File: config.mk
export PLATFORM = sky130hd
export DESIGN_NAME = hourglass_ctrl
export DESIGN_NICKNAME = d
export VERILOG_FILES = /design/src/rtl/hourglass_ctrl.sv
export SDC_FILE = /design/constraint.sdc
export NUM_CORES = 1
export LEC_CHECK = 0
export ABC_CLOCK_PERIOD_IN_PS = 2650
export BUFFER_PORTS_ARGS = -buffer_cell sky130_fd_sc_hd__clkbuf_2
export CAP_MARGIN = 15
export CORE_ASPECT_RATIO = 0.7
export CORE_MARGIN = 10
export CORE_UTILIZATION = 39
export DETAILED_ROUTE_END_ITERATION = 10
export PLACE_DENSITY = 0.57
export SLEW_MARGIN = 20
export SYNTH_ARGS = -nofsm -noshare
export SYNTH_HDL_FRONTEND = slang
export SYNTH_SLANG_ARGS = --single-unit
File: constraint.sdc
create_clock -name clk_LCD -period 2.65 [get_ports clk_LCD]
set_clock_uncertainty 0.1 [all_clocks]
set_input_delay 0.3975 -clock clk_LCD [delete_from_list [all_inputs] [get_ports clk_LCD]]
set_output_delay 0.3975 -clock clk_LCD [all_outputs]
set_load 0.02 [all_outputs]
File: src/rtl/hourglass_ctrl.sv
// e-hourglass control stage: key debounce, IDLE/RUN/DONE sequencing,
// speed selection and grain-fall tick generation for the LCD driver.
module key_deb #(
  parameter int DEB_CYC = 20
) (
  input  logic clk_LCD,
  input  logic rst_n,
  input  logic key,
  output logic press
);

  localparam int CW = $clog2(DEB_CYC + 1);

  logic          s1;
  logic          s2;
  logic          db;
  logic          db_q;
  logic [CW-1:0] cnt;

  always_ff @(posedge clk_LCD or negedge rst_n) begin
    if (!rst_n) begin
      s1   <= 1'b0;
      s2   <= 1'b0;
      db   <= 1'b0;
      db_q <= 1'b0;
      cnt  <= '0;
    end else begin
      s1   <= key;
      s2   <= s1;
      db_q <= db;
      if (s2 == db) begin
        cnt <= '0;
      end else if (cnt == CW'(DEB_CYC - 1)) begin
        db  <= s2;
        cnt <= '0;
      end else begin
        cnt <= cnt + 1'b1;
      end
    end
  end

  assign press = db & ~db_q;

endmodule

module hourglass_ctrl #(
  parameter int DEB_CYC = 20,
  parameter int GRAINS  = 32
) (
  input  logic       clk_LCD,
  input  logic       rst_n,
  input  logic       key_start,
  input  logic       key_up,
  input  logic       key_down,
  output logic       stop,
  output logic [1:0] speed,
  output logic       fall_tick,
  output logic [5:0] top_cnt,
  output logic       done
);

  typedef enum logic [1:0] {
    IDLE = 2'd0,
    RUN  = 2'd1,
    DONE = 2'd2
  } st_t;

  localparam logic [5:0] G6 = 6'(GRAINS);

  st_t        st;
  st_t        st_nxt;
  logic       p_start;
  logic       p_up;
  logic       p_down;
  logic [1:0] spd_nxt;
  logic [9:0] tcnt;
  logic [9:0] tcnt_nxt;
  logic [9:0] period;
  logic       at_end;
  logic [5:0] top_nxt;
  logic       tick_nxt;
  logic       stop_nxt;
  logic       done_nxt;

  key_deb #(.DEB_CYC(DEB_CYC)) u_deb_start (
    .clk_LCD (clk_LCD),
    .rst_n   (rst_n),
    .key     (key_start),
    .press   (p_start)
  );

  key_deb #(.DEB_CYC(DEB_CYC)) u_deb_up (
    .clk_LCD (clk_LCD),
    .rst_n   (rst_n),
    .key     (key_up),
    .press   (p_up)
  );

  key_deb #(.DEB_CYC(DEB_CYC)) u_deb_down (
    .clk_LCD (clk_LCD),
    .rst_n   (rst_n),
    .key     (key_down),
    .press   (p_down)
  );

  assign period = 10'd1000 >> speed;
  assign at_end = (tcnt == period - 10'd1);

  always_comb begin
    spd_nxt = speed;
    if (p_up && !p_down && speed != 2'd3) begin
      spd_nxt = speed + 2'd1;
    end else if (p_down && !p_up && speed != 2'd0) begin
      spd_nxt = speed - 2'd1;
    end
  end

  always_ff @(posedge clk_LCD or negedge rst_n) begin
    if (!rst_n) begin
      st <= IDLE;
    end else begin
      st <= st_nxt;
    end
  end

  // Abort has priority over a tick landing on the same edge.
  always_comb begin
    st_nxt = st;
    unique case (st)
      IDLE: if (p_start) st_nxt = RUN;
      RUN: begin
        if (p_start) begin
          st_nxt = IDLE;
        end else if (at_end && top_cnt == 6'd1) begin
          st_nxt = DONE;
        end
      end
      DONE: if (p_start) st_nxt = IDLE;
      default: st_nxt = IDLE;
    endcase
  end

  always_comb begin
    tcnt_nxt = '0;
    top_nxt  = top_cnt;
    tick_nxt = 1'b0;
    stop_nxt = (st_nxt != RUN);
    done_nxt = (st_nxt == DONE);
    unique case (st)
      IDLE: top_nxt = G6;
      RUN: begin
        if (p_start) begin
          top_nxt = G6;
        end else if (at_end) begin
          tick_nxt = 1'b1;
          top_nxt  = top_cnt - 6'd1;
        end else if (spd_nxt == speed) begin
          tcnt_nxt = tcnt + 10'd1;
        end
      end
      DONE: top_nxt = p_start ? G6 : 6'd0;
      default: top_nxt = G6;
    endcase
  end

  always_ff @(posedge clk_LCD or negedge rst_n) begin
    if (!rst_n) begin
      stop      <= 1'b1;
      speed     <= 2'd0;
      fall_tick <= 1'b0;
      top_cnt   <= G6;
      done      <= 1'b0;
      tcnt      <= '0;
    end else begin
      stop      <= stop_nxt;
      speed     <= spd_nxt;
      fall_tick <= tick_nxt;
      top_cnt   <= top_nxt;
      done      <= done_nxt;
      tcnt      <= tcnt_nxt;
    end
  end

endmodule

Yosys cells after proc, flatten, opt, wreduce, memory -nomap -nowiden
Index checks and enable logic that the tools add are counted.
W data, S select, Z words.
- register bits after elaboration: 50
- latch bits: 0
- bits in writable memories: 0
- ROM bits: 0
- input bits: 5
- output and inout port bits: 11
- word-level logic and storage cells: 91
- memories kept: 0
- $add $sub $neg: 8
- multiply operators: 0
- divide/modulo/power cells: 0
- magnitude comparators: 0
- equality and inequality tests: 15
- shift-type cells: 1
- mux-type cells: 24
- bitwise logic cells: 9
- reduce and logical (&&, ||, !) cells: 12
- operators with widths (operator ; number):
    $mux W10 ; 4
    $mux W5 ; 6
    $mux W6 ; 3
    $add A5 B1 Y5 const B ; 3
    $eq A5 B5 Y1 const B ; 3
    $mux W2 ; 6
    $pmux W6 S2 ; 1
    $add A10 B1 Y10 const B ; 1
    $eq A10 B10 Y1 ; 1
    $shr A10 B2 Y10 const A ; 1
    $sub A10 B1 Y10 const B ; 1
    $eq A6 B1 Y1 const B ; 1
    $not A1 Y1 ; 6
    $pmux W2 S3 ; 1
    $reduce_and A2 Y1 ; 3
    $sub A6 B1 Y6 const B ; 1
    $logic_and A1 B1 Y1 ; 5
    $eq A2 B2 Y1 const B ; 2
    $and A1 B1 Y1 ; 3
    $eq A1 B1 Y1 ; 3
    $mux W1 ; 3
    $ne A3 B3 Y1 const B ; 1
    $add A2 B1 Y2 const B ; 1
    $eq A2 B1 Y1 const B ; 1
    7 further kinds ; 8

Depth between registers and ports, before layout
Gate-level depths: netlist of the first run.
- depth after elaboration: 12
- mapped depth: 8
- gate-level depth less buffers: 7

By module
Synthesis of the first run repeated with hierarchy kept, for this count alone.
- cell total of the unflattened synthesis: 236
- area, all modules: 2557.5 um2
- by module, submodules not included (module ; times used ; cells an instance ; area each (um2) ; sequential area each (um2)):
    hourglass_ctrl ; 1 ; 158 ; 1506.4 ; 578.1
    key_deb ; 3 ; 26 ; 350.3 ; 225.2

Worst setup path before layout of the first run
OpenSTA, ideal clock, no wires.
- path type: register to register
- start: register speed[0]
- end: register top_cnt[5]
- library setup time: 0.082 ns
- arrival time: 2.005 ns
- required time: 2.468 ns
- path slack: 0.463 ns
- stages on the path, launching flop included: 9
- path buffers: 1
- clock period less this slack: 2.187 ns
- cell sequence: dfrtp_1 -> inv_1 -> ha_1 -> xor2_1 -> nand4_2 -> or3_1 -> buf_2 -> mux2i_1 -> nor3_1
- cells in the longest elaborated chain, start to end: 4
- ends and longest elaborated chain (item ; RTL line ; source):
    start, declared ; 56 ; output logic [1:0] speed,
    start signal, assigned ; 176 ; speed <= spd_nxt;
    $shr A10 B2 Y10 ; 106 ; assign period = 10'd1000 >> speed;
    $sub A10 B1 Y10 ; 107 ; assign at_end = (tcnt == period - 10'd1);
    $eq A10 B10 Y1 ; 107 ;
    $ne A3 B3 Y1 (no line) ; - ;
    end signal, assigned ; 178 ; top_cnt <= top_nxt;
    end, declared ; 58 ; output logic [5:0] top_cnt,
Every way passes these cells.
A chain may end at the register's enable or synchronous reset.

Worst setup path after layout of the first run
- start: register speed[1]
- end: register done
- cells in the longest elaborated chain, start to end: 8
- ends and longest elaborated chain (item ; RTL line ; source):
    $shr A10 B2 Y10 ; 106 ;
    $sub A10 B1 Y10 ; 107 ;
    $eq A10 B10 Y1 ; 107 ;
    $logic_and A1 B1 Y1 ; 134 ; end else if (at_end && top_cnt == 6'd1) begin
    $mux W2 ; 134 ;
    $mux W2 ; 132 ; if (p_start) begin
    $pmux W2 S3 ; 129 ; unique case (st)
    $eq A2 B2 Y1 ; 148 ; done_nxt = (st_nxt == DONE);
    net done_nxt ; 83 ; logic done_nxt;
    end signal, assigned ; 179 ; done <= done_nxt;
    end, declared ; 59 ; output logic done
The timed path passes the listed nets, and every way through them passes these cells.

==> results.sh, run 1 <==
export IMPL_status="finished, final reports clean"
export IMPL_ctsRootBufferMaster="clkbuf_8"
export IMPL_dpl_cell_area_mm2=0.00257
export IMPL_period_minus_slack_ns=2.26
export IMPL_maxSlewHeadroom_pct=65.6
export IMPL_clock_path_buffers=2
export IMPL_r2r_cells=7
export IMPL_cts_sinks=50
export IMPL_synth_fp_nets=244
export IMPL_finalCritPeriodShare_pct=85.3
export IMPL_start_util_pct=41.1
export IMPL_switching_power_w=0.000301
export IMPL_synth_distinct_cells=41
export IMPL_hp_start="key_up"
export IMPL_critPathMostFrequentCell="nor3_2"
export IMPL_leakage_nw=1.26
export IMPL_required_ns=2.77
export IMPL_die_area_mm2=0.00974
export IMPL_ys_ff_latch=50
export IMPL_grt_pass1_vias=1614
export IMPL_post_synth_top_area_cell="dfrtp_1"
export IMPL_drive_gt1_share_pct=15.3
export IMPL_hold_class="in -> reg"
export IMPL_critical_path_endpoint_type="flop"
export IMPL_synth_common_cells="dfrtp_1 (48), nor2_1 (35), xor2_1 (16)"
export IMPL_finalMaxSlewViolations=0
export IMPL_htreeDepth=2
export IMPL_clk_insertion_delay_late_ns=0.31
export IMPL_synth_edf_count=0
export IMPL_cp_num_buf_inv=1
export IMPL_syn_area_mm2=0.00240
export IMPL_critical_path_arrival_ns=2.38
export IMPL_num_rows=23
export IMPL_finalSetupViolCount=0
export IMPL_yosysWarnings=0
export IMPL_powerDensity_mw_per_mm2=543
export IMPL_track_usage_pct=9.76
export IMPL_hold_violations=0
export IMPL_fin_tns_setup_ns=0
export IMPL_place_ws_ns=0.420
export IMPL_antenna_left=0
export IMPL_overflow=0
export IMPL_max_freq_mhz=442
export IMPL_r2r_start="speed[1]"
export IMPL_synth_area_top_cells="dfrtp_1 (50%), ha_1 (7.3%), xor2_1 (5.8%)"
export IMPL_place_congestion=0.854
export IMPL_hpwl_mm=3.14
export IMPL_wirelength_mm=4.33
export IMPL_area_growth_pct=13.1
export IMPL_clockPowerShare_pct=43.3
export IMPL_holdPathStages=1
export IMPL_maxCapViolCount=0
export IMPL_drc=0
export IMPL_cts_tree="built"
export IMPL_rsz0062_at_grt="no"
export IMPL_reg2reg_to="done"
export IMPL_synthFlopType="dfrtp_1"
export IMPL_core_area_mm2=0.00584
export IMPL_synth_avg_cell_area_um2=10.7
export IMPL_grt_pass1_wl_mm=7.96
export IMPL_hold_end="u_deb_up.s1"
export IMPL_reg2reg_slack_ns=0.39
export IMPL_cp_max_fo=8
export IMPL_numCtsBuffers=5
export IMPL_swShare_pct=20.4
export IMPL_combPwrFrac_pct=3.1
export IMPL_seq_power_share_pct=53.6
export IMPL_via_per_inst=5.00
export IMPL_yosysMostFrequentCell="dfrtp_1"
export IMPL_critical_path_top_delay_family="simple AND/OR/NAND/NOR gates"
export IMPL_crit_slowest_cell="nor3_2"
export IMPL_drt_initial_drc_count=28
export IMPL_synthArstFlopShare_pct=100
export IMPL_die_h_um=85.6
export IMPL_postSynthCellCount=225
export IMPL_num_io_pins=16
export IMPL_antenna_cells=0
export IMPL_irDropWorstVdd_mv=0.286
export IMPL_design_area_mm2=0.00272
export IMPL_fin_nets=266
export IMPL_fin_ws_ns=0.389
export IMPL_yosysSeqAreaShare_pct=52.2
export IMPL_tightest_slew_ns=0.513
export IMPL_num_vias=1615
export IMPL_worstSetupStartpointType="flop"
export IMPL_wl_per_cell_um=13.4
export IMPL_slowest_delay_ns=0.47
export IMPL_path_class="reg -> reg"
export IMPL_antenna_found_initial=0
export IMPL_path_cells="inv_1 > ha_1 > xor2_1 > nand4_2 > nor3_2 > a21oi_1 > nor3_2"
export IMPL_die_x_um=114
export IMPL_grt_start_max_net_pins=38
export IMPL_internal_power_w=0.00117
export IMPL_portBuffers=15
export IMPL_synth_top_cell_area_share_pct=50.0
export IMPL_hold_slack_ns=0.0951
export IMPL_dr_pass1_iters=4
export IMPL_cts_clk_slew_worst_paths_ns=0.10
[worst max-delay path by stage]
| stage | from | endpoint | depth (start not counted) |
|---|---|---|---|
| after floorplan | speed[0] | top_cnt[5] | 8 |
| after global placement | speed[1] | top_cnt[5] | 7 |
| after detailed placement | speed[1] | top_cnt[5] | 7 |
| after CTS | speed[1] | top_cnt[5] | 7 |
| after global routing | speed[1] | done | 7 |
| final | speed[1] | done | 7 |
[power groups by stage]
stage                     Combinational, W  Clock (W)  Sequential (W)
final                            0.0000455   0.000639        0.000790
after global routing             0.0000556   0.000695        0.000792
after CTS                        0.0000479   0.000657        0.000790
after detailed placement         0.0000466          0        0.000804
after global placement           0.0000461          0        0.000804
after floorplan                  0.0000230          0        0.000802
[cell usage in the layout, fill, tap and decap left out, drive strengths merged, types with 3 or more instances in the layout]
master  netlist  layout
nand3        12      12
xnor2        10      10
nand2b        5       5
nand4         3       3
dfrtp        48      48
mux2          3       3
o21ai         3       3
and3          4       4
a21oi         8       8
clkbuf        1      20
xor2         16      16
nand2        12      12
ha           14      14
inv          10      10
nor2         35      35
nor4          4       4
nor3          8       8
nor2b         5       5
[state kept, by name (all words and copies together) (netlist names), 2 cells and up]
register / flops
tcnt: 10
top_cnt: 6
u_deb_up.cnt: 5
u_deb_start.cnt: 5
u_deb_down.cnt: 5
speed: 2
st: 2
[layer usage]
metal | track usage [%] | wire length, µm | part of all wire (%) | up-vias
met2 | 13.8 | 1790 | 41 | 34
met3 | 2.99 | 177 | 4.1 | 7
met1 | 13.8 | 2300 | 53 | 765
li1 | - | - | - | 809
met5 | 0 | 0 | 0 | -
met4 | 3.06 | 57 | 1.3 | 0
[logic make-up (layout without fill, tap and decap cells)]
logic type	after synthesis	after routing	synth area share [%]
and+or+nand+nor	101	101	22.4
DFF	50	50	52.2
xor gates and xnor gates	26	26	9.48
AOI/OAI and AO/OA	17	17	4.48
adders and majority gates	14	14	7.30
buffers and inverters	12	35	1.93
muxes	5	5	2.24
[repair_timing]
action / 4_1_cts / 5_1_grt
hold buffers: 1 / 0
setup buffers: 0 / 0
hold endpoints to repair: 13 / 0
gates resized for setup: 0 / 0
[area by class of cell]
class / count / area, µm²
inverter: 10 / 37.5
timing repair buffer: 17 / 92.6
tap: 75 / 93.8
clock buffer: 5 / 68.8
clock inverter: 3 / 68.8
multi-input combinational: 163 / 1100
sequential: 50 / 1250
fill: 542 / 3130
[metrics by stage]
stage	std cells	utilization (%)	total power [W]
after floorplan	225	-	0.000825
after global placement	314	44.0	0.000850
after detailed placement	314	44.0	0.000851
after CTS	323	46.5	0.00149
after global routing	323	46.5	0.00154
final	323	46.5	0.00147
Note: power is estimated with default switching activity, not from simulation.
==> run 2, diff against run 1 <==
--- a/config.mk
+++ b/config.mk
@@ -7,12 +7,11 @@
 export LEC_CHECK = 0
 export ABC_CLOCK_PERIOD_IN_PS = 2650
 export BUFFER_PORTS_ARGS = -buffer_cell sky130_fd_sc_hd__clkbuf_2
-export CAP_MARGIN = 15
 export CORE_ASPECT_RATIO = 0.7
 export CORE_MARGIN = 10
 export CORE_UTILIZATION = 39
 export DETAILED_ROUTE_END_ITERATION = 10
-export PLACE_DENSITY = 0.57
+export GPL_ROUTABILITY_DRIVEN = 0
 export SLEW_MARGIN = 20
 export SYNTH_ARGS = -nofsm -noshare
 export SYNTH_HDL_FRONTEND = slang
==> results.sh, run 2 (same netlist as run 1, synthesis figures left out) <==
export IMPL_wirelength_mm=4.13
export IMPL_ctsRootBufferMaster="clkbuf_8"
export IMPL_path_cells="inv_1 > ha_1 > xor2_1 > nand4_2 > or3_1 > nand3_2 > nor2_1"
export IMPL_period_minus_slack_ns=2.23
export IMPL_finalMaxSlewViolations=0
export IMPL_dr_pass1_iters=4
export IMPL_antenna_found_initial=0
export IMPL_critical_path_arrival_ns=2.31
export IMPL_via_per_inst=4.92
export IMPL_htreeDepth=2
export IMPL_grt_pass1_wl_mm=7.48
export IMPL_fin_ws_ns=0.420
export IMPL_clk_insertion_delay_late_ns=0.30
export IMPL_fin_tns_setup_ns=0
export IMPL_overflow=0
export IMPL_slowest_delay_ns=0.46
export IMPL_cts_clk_slew_worst_paths_ns=0.09
export IMPL_register_area_mm2=0.00125
export IMPL_hold_violations=0
export IMPL_place_inst=314
export IMPL_hpwl_mm=2.98
export IMPL_status="finished, final reports clean"
export IMPL_final_common_cell="dfrtp_1"
export IMPL_cts_setup_buffers=0
export IMPL_cts_resized=0
export IMPL_cts_hold_buf=0
export IMPL_nFillCells=556
export IMPL_hold_class="in -> async"
export IMPL_powerDensity_mw_per_mm2=512
export IMPL_crit_slowest_cell="or3_1"
export IMPL_place_ws_ns=0.418
export IMPL_grt_use_met3_pct=3.13
export IMPL_finalCritPeriodShare_pct=84.1
export IMPL_worstSetupStartpointType="flop"
export IMPL_clock_path_buffers=2
export IMPL_irDropWorstVdd_mv=0.379
export IMPL_largest_reg_flops=10
export IMPL_grt_start_max_net_pins=51
export IMPL_busiest_layer="met2"
export IMPL_num_vias=1585
export IMPL_hold_slack_ns=0.0796
export IMPL_track_usage_pct=9.09
export IMPL_maxCapViolCount=0
export IMPL_path_class="reg -> reg"
export IMPL_required_ns=2.73
export IMPL_maxSlewHeadroom_pct=59.3
export IMPL_cp_max_fo=10
export IMPL_antenna_cells=0
export IMPL_wl_per_cell_um=12.8
export IMPL_drc=0
export IMPL_grt_pass1_vias=1563
export IMPL_drt_initial_drc_count=53
export IMPL_leakage_nw=1.24
export IMPL_die_h_um=85.6
export IMPL_rsz0062_at_grt="no"
export IMPL_start_util_pct=41.1
export IMPL_stdcell_count=322
export IMPL_critical_path_endpoint_type="flop"
export IMPL_area_growth_pct=11.7
export IMPL_numCtsBuffers=5
export IMPL_mostFrequentLayoutCells="dfrtp_1 (48), nor2_1 (35), xor2_1 (16)"
export IMPL_fin_nets=265
export IMPL_top_register="tcnt"
export IMPL_antenna_left=0
export IMPL_num_rows=23
export IMPL_drive_gt1_share_pct=15.4
export IMPL_cts_sinks=50
export IMPL_multi_input_area_mm2=0.00110
export IMPL_die_area_mm2=0.00974
export IMPL_cts_tree="built"
export IMPL_reg_largest_list="tcnt (10), top_cnt (6)"
export IMPL_die_x_um=114
export IMPL_tightest_slew_ns=0.611
export IMPL_use_met2_pct=13.0
export IMPL_portBuffers=15
export IMPL_use_met1_pct=12.8
export IMPL_num_io_pins=16
export IMPL_max_freq_mhz=449
export IMPL_core_area_mm2=0.00584
export IMPL_finalSetupViolCount=0
## run 2: worst paths after layout
check | from | endpoint | slack, ns | cells after the start
max | speed[1] | tcnt[4] | 0.42 | 7
min | rst_n | tcnt[9] | 0.08 | 2
max reg2reg | speed[1] | tcnt[4] | 0.42 | 7
min reg2reg | u_deb_down.s1 | u_deb_down.s2 | 0.25 | 0
max in group asynchronous | rst_n | u_deb_start.cnt[1] | 1.96 | 2
min in group clk_LCD | key_up | u_deb_up.s1 | 0.10 | 1
## run 2: power breakdown
| group | switching [W] | internal (W) |
|---|---|---|
| clock | 0.000258 | 0.000283 |
| combinational | 0.0000286 | 0.0000153 |
| sequential | 0.0000109 | 0.000778 |
| total | 0.000297 | 0.00108 |
## run 2: metrics by stage
stage / total power (W) / utilization [%] / instance area, µm²
after floorplan: 0.000825 / - / 2400
after global placement: 0.000849 / 44.0 / 2570
after detailed placement: 0.000850 / 44.0 / 2570
after CTS: 0.00141 / 45.9 / 2680
after global routing: 0.00145 / 45.9 / 2680
final: 0.00137 / 45.9 / 2680
## run 2: critical path: cells and delay by family, from the launching register on
family,cells,cell delay [ns]
adders and majority gates,1,0.33
xor gates and xnor gates,1,0.20
DFF,1,0.44
buffers and inverters,1,0.11
and+or+nand+nor,4,0.92
## run 2: layout make-up
type / count / share of cell area, %
Clock buffer: 5 / 2.57
Sequential cell: 50 / 46.8
Multi-Input combinational cell: 163 / 41.1
Tap cell: 75 / 3.50
Timing Repair Buffer: 16 / 3.08
Inverter: 10 / 1.40
Clock inverter: 3 / 1.63
## run 2: layer usage
metal / share of wire (%) / routed length, µm
met1: 54 / 2250
met2: 40 / 1660
met5: 0 / 0
met3: 4.7 / 194
met4: 0.75 / 31
==> run 3, diff against run 2 <==
--- a/config.mk
+++ b/config.mk
@@ -5,7 +5,7 @@
 export SDC_FILE = /design/constraint.sdc
 export NUM_CORES = 1
 export LEC_CHECK = 0
-export ABC_CLOCK_PERIOD_IN_PS = 2650
+export ABC_CLOCK_PERIOD_IN_PS = 1850
 export BUFFER_PORTS_ARGS = -buffer_cell sky130_fd_sc_hd__clkbuf_2
 export CORE_ASPECT_RATIO = 0.7
 export CORE_MARGIN = 10
==> constraint.sdc (replaced) <==
create_clock -name clk_LCD -period 1.85 [get_ports clk_LCD]
set_clock_uncertainty 0.1 [all_clocks]
set_input_delay 0.2775 -clock clk_LCD [delete_from_list [all_inputs] [get_ports clk_LCD]]
set_output_delay 0.2775 -clock clk_LCD [all_outputs]
set_load 0.02 [all_outputs]
==> results.sh, run 3 (same netlist as run 1, synthesis figures left out) <==
export IMPL_status="finished with violations"
export IMPL_violations="setup timing"
export IMPL_antenna_found_initial=0
export IMPL_start_util_pct=41.1
export IMPL_dpl_cell_area_mm2=0.00276
export IMPL_cts_clk_slew_worst_paths_ns=0.09
export IMPL_multi_input_area_mm2=0.00120
export IMPL_path_class="reg -> reg"
export IMPL_die_area_mm2=0.00974
export IMPL_grt_pass1_vias=1711
export IMPL_dr_pass1_iters=4
export IMPL_maxCapViolCount=0
export IMPL_leakage_nw=1.38
export IMPL_overflow=0
export IMPL_finalMaxSlewViolations=0
export IMPL_fin_nets=290
export IMPL_track_usage_pct=9.88
export IMPL_cp_max_fo=7
export IMPL_path_cells="inv_4 > ha_4 > xor2_1 > nand4_2 > buf_6 > nor3_4 > buf_6 > mux2i_1 > nor2_1"
export IMPL_maxSlewHeadroom_pct=66.9
export IMPL_grt_start_max_net_pins=35
export IMPL_critPathMostFrequentCell="buf_6"
export IMPL_drc=0
export IMPL_fin_ws_ns=-0.0935
export IMPL_cp_num_buf_inv=3
export IMPL_drt_initial_drc_count=66
export IMPL_area_growth_pct=24.2
export IMPL_antenna_left=0
export IMPL_crit_slowest_cell="dfrtp_2"
export IMPL_final_common_cell="dfrtp_1"
export IMPL_slowest_delay_ns=0.42
export IMPL_worstSetupStartpointType="flop"
export IMPL_largest_reg_flops=10
export IMPL_powerDensity_mw_per_mm2=610
export IMPL_finalCritPeriodShare_pct=105
export IMPL_num_rows=23
export IMPL_core_area_mm2=0.00584
export IMPL_critical_path_top_delay_family="flip-flops"
export IMPL_die_h_um=85.6
export IMPL_irDropWorstVdd_mv=0.365
export IMPL_via_per_inst=4.76
export IMPL_register_area_mm2=0.00126
export IMPL_required_ns=1.95
export IMPL_antenna_cells=0
export IMPL_tightest_slew_ns=0.496
export IMPL_critical_path_endpoint_type="flop"
export IMPL_portBuffers=15
export IMPL_max_freq_mhz=515
export IMPL_ctsRootBufferMaster="clkbuf_8"
export IMPL_num_io_pins=16
export IMPL_wirelength_mm=4.49
export IMPL_hold_class="reg -> reg"
export IMPL_wl_per_cell_um=13.0
export IMPL_numCtsBuffers=5
export IMPL_mostFrequentLayoutCells="dfrtp_1 (46), nor2_1 (34), buf_4 (18)"
export IMPL_design_area_mm2=0.00298
export IMPL_critical_path_arrival_ns=2.04
export IMPL_period_minus_slack_ns=1.94
export IMPL_hpwl_mm=3.29
export IMPL_hold_violations=0
export IMPL_finalSetupViolCount=17
export IMPL_htreeDepth=2
export IMPL_fin_tns_setup_ns=-0.665
export IMPL_die_x_um=114
export IMPL_drive_gt1_share_pct=28.4
export IMPL_reg_largest_list="tcnt (10), top_cnt (6)"
export IMPL_grt_pass1_wl_mm=8.02
export IMPL_cts_tree="built"
export IMPL_clock_path_buffers=2
export IMPL_rsz0062_at_grt="yes"
export IMPL_cts_sinks=50
export IMPL_num_vias=1648
export IMPL_clk_insertion_delay_late_ns=0.30
export IMPL_nFillCells=557
export IMPL_top_register="tcnt"
==> run 3: stage by stage <==
step | hold WS (ns) | power (W) | setup slack [ns] | util [%] | cells
CTS | 0.257 | 0.00185 | -0.105 | 50.0 | 344
global route | 0.266 | 0.00191 | -0.196 | 51.1 | 346
detailed placement | 0.169 | 0.00122 | -0.138 | 47.2 | 333
floorplan | -0.118 | 0.00118 | -0.166 | - | 225
finish | 0.256 | 0.00182 | -0.0935 | 51.1 | 346
global placement | 0.168 | 0.00122 | -0.0893 | 47.2 | 333
==> run 3: power breakdown <==
group          internal (W)  switching, W  total (W)
Combinational     0.0000309     0.0000437  0.0000746
Sequential          0.00111     0.0000155    0.00113
Clock              0.000262      0.000352   0.000613
==> run 3: layout make-up <==
| type | count | share of cell area [%] |
|---|---|---|
| sequential | 50 | 42.1 |
| timing repair buffer | 41 | 10.2 |
| multi-input combinational | 163 | 40.4 |
| tap | 75 | 3.15 |
| clock buffer | 5 | 2.31 |
| inverter | 10 | 1.43 |
| clock inverter | 2 | 0.461 |
==> run 3: final timing paths <==
path	start	endpoint	slack (ns)	cells after the start
min reg2reg	u_deb_start.s1	u_deb_start.s2	0.26	0
min in group asynchronous	rst_n	top_cnt[2]	0.36	2
max	speed[0]	top_cnt[1]	-0.09	9
max in group asynchronous	rst_n	speed[1]	0.74	3
max reg2reg	speed[0]	top_cnt[1]	-0.09	9
min	u_deb_start.s1	u_deb_start.s2	0.26	0
==> run 3: repair_timing <==
item,in CTS,in global routing
pin swaps,2,4
setup buffers,0,2
gates resized for setup,7,13
hold buffers,4,0
endpoints found under the hold margin,17,0
endpoints found under the setup margin,17,21
==> run 3: layer usage <==
layer	wire [µm]	up-vias	global-route usage (%)
li1	-	851	-
met1	2450	775	13.9
met2	1830	17	14.2
met3	148	5	2.57
met4	59	0	3.52
met5	0	-	0
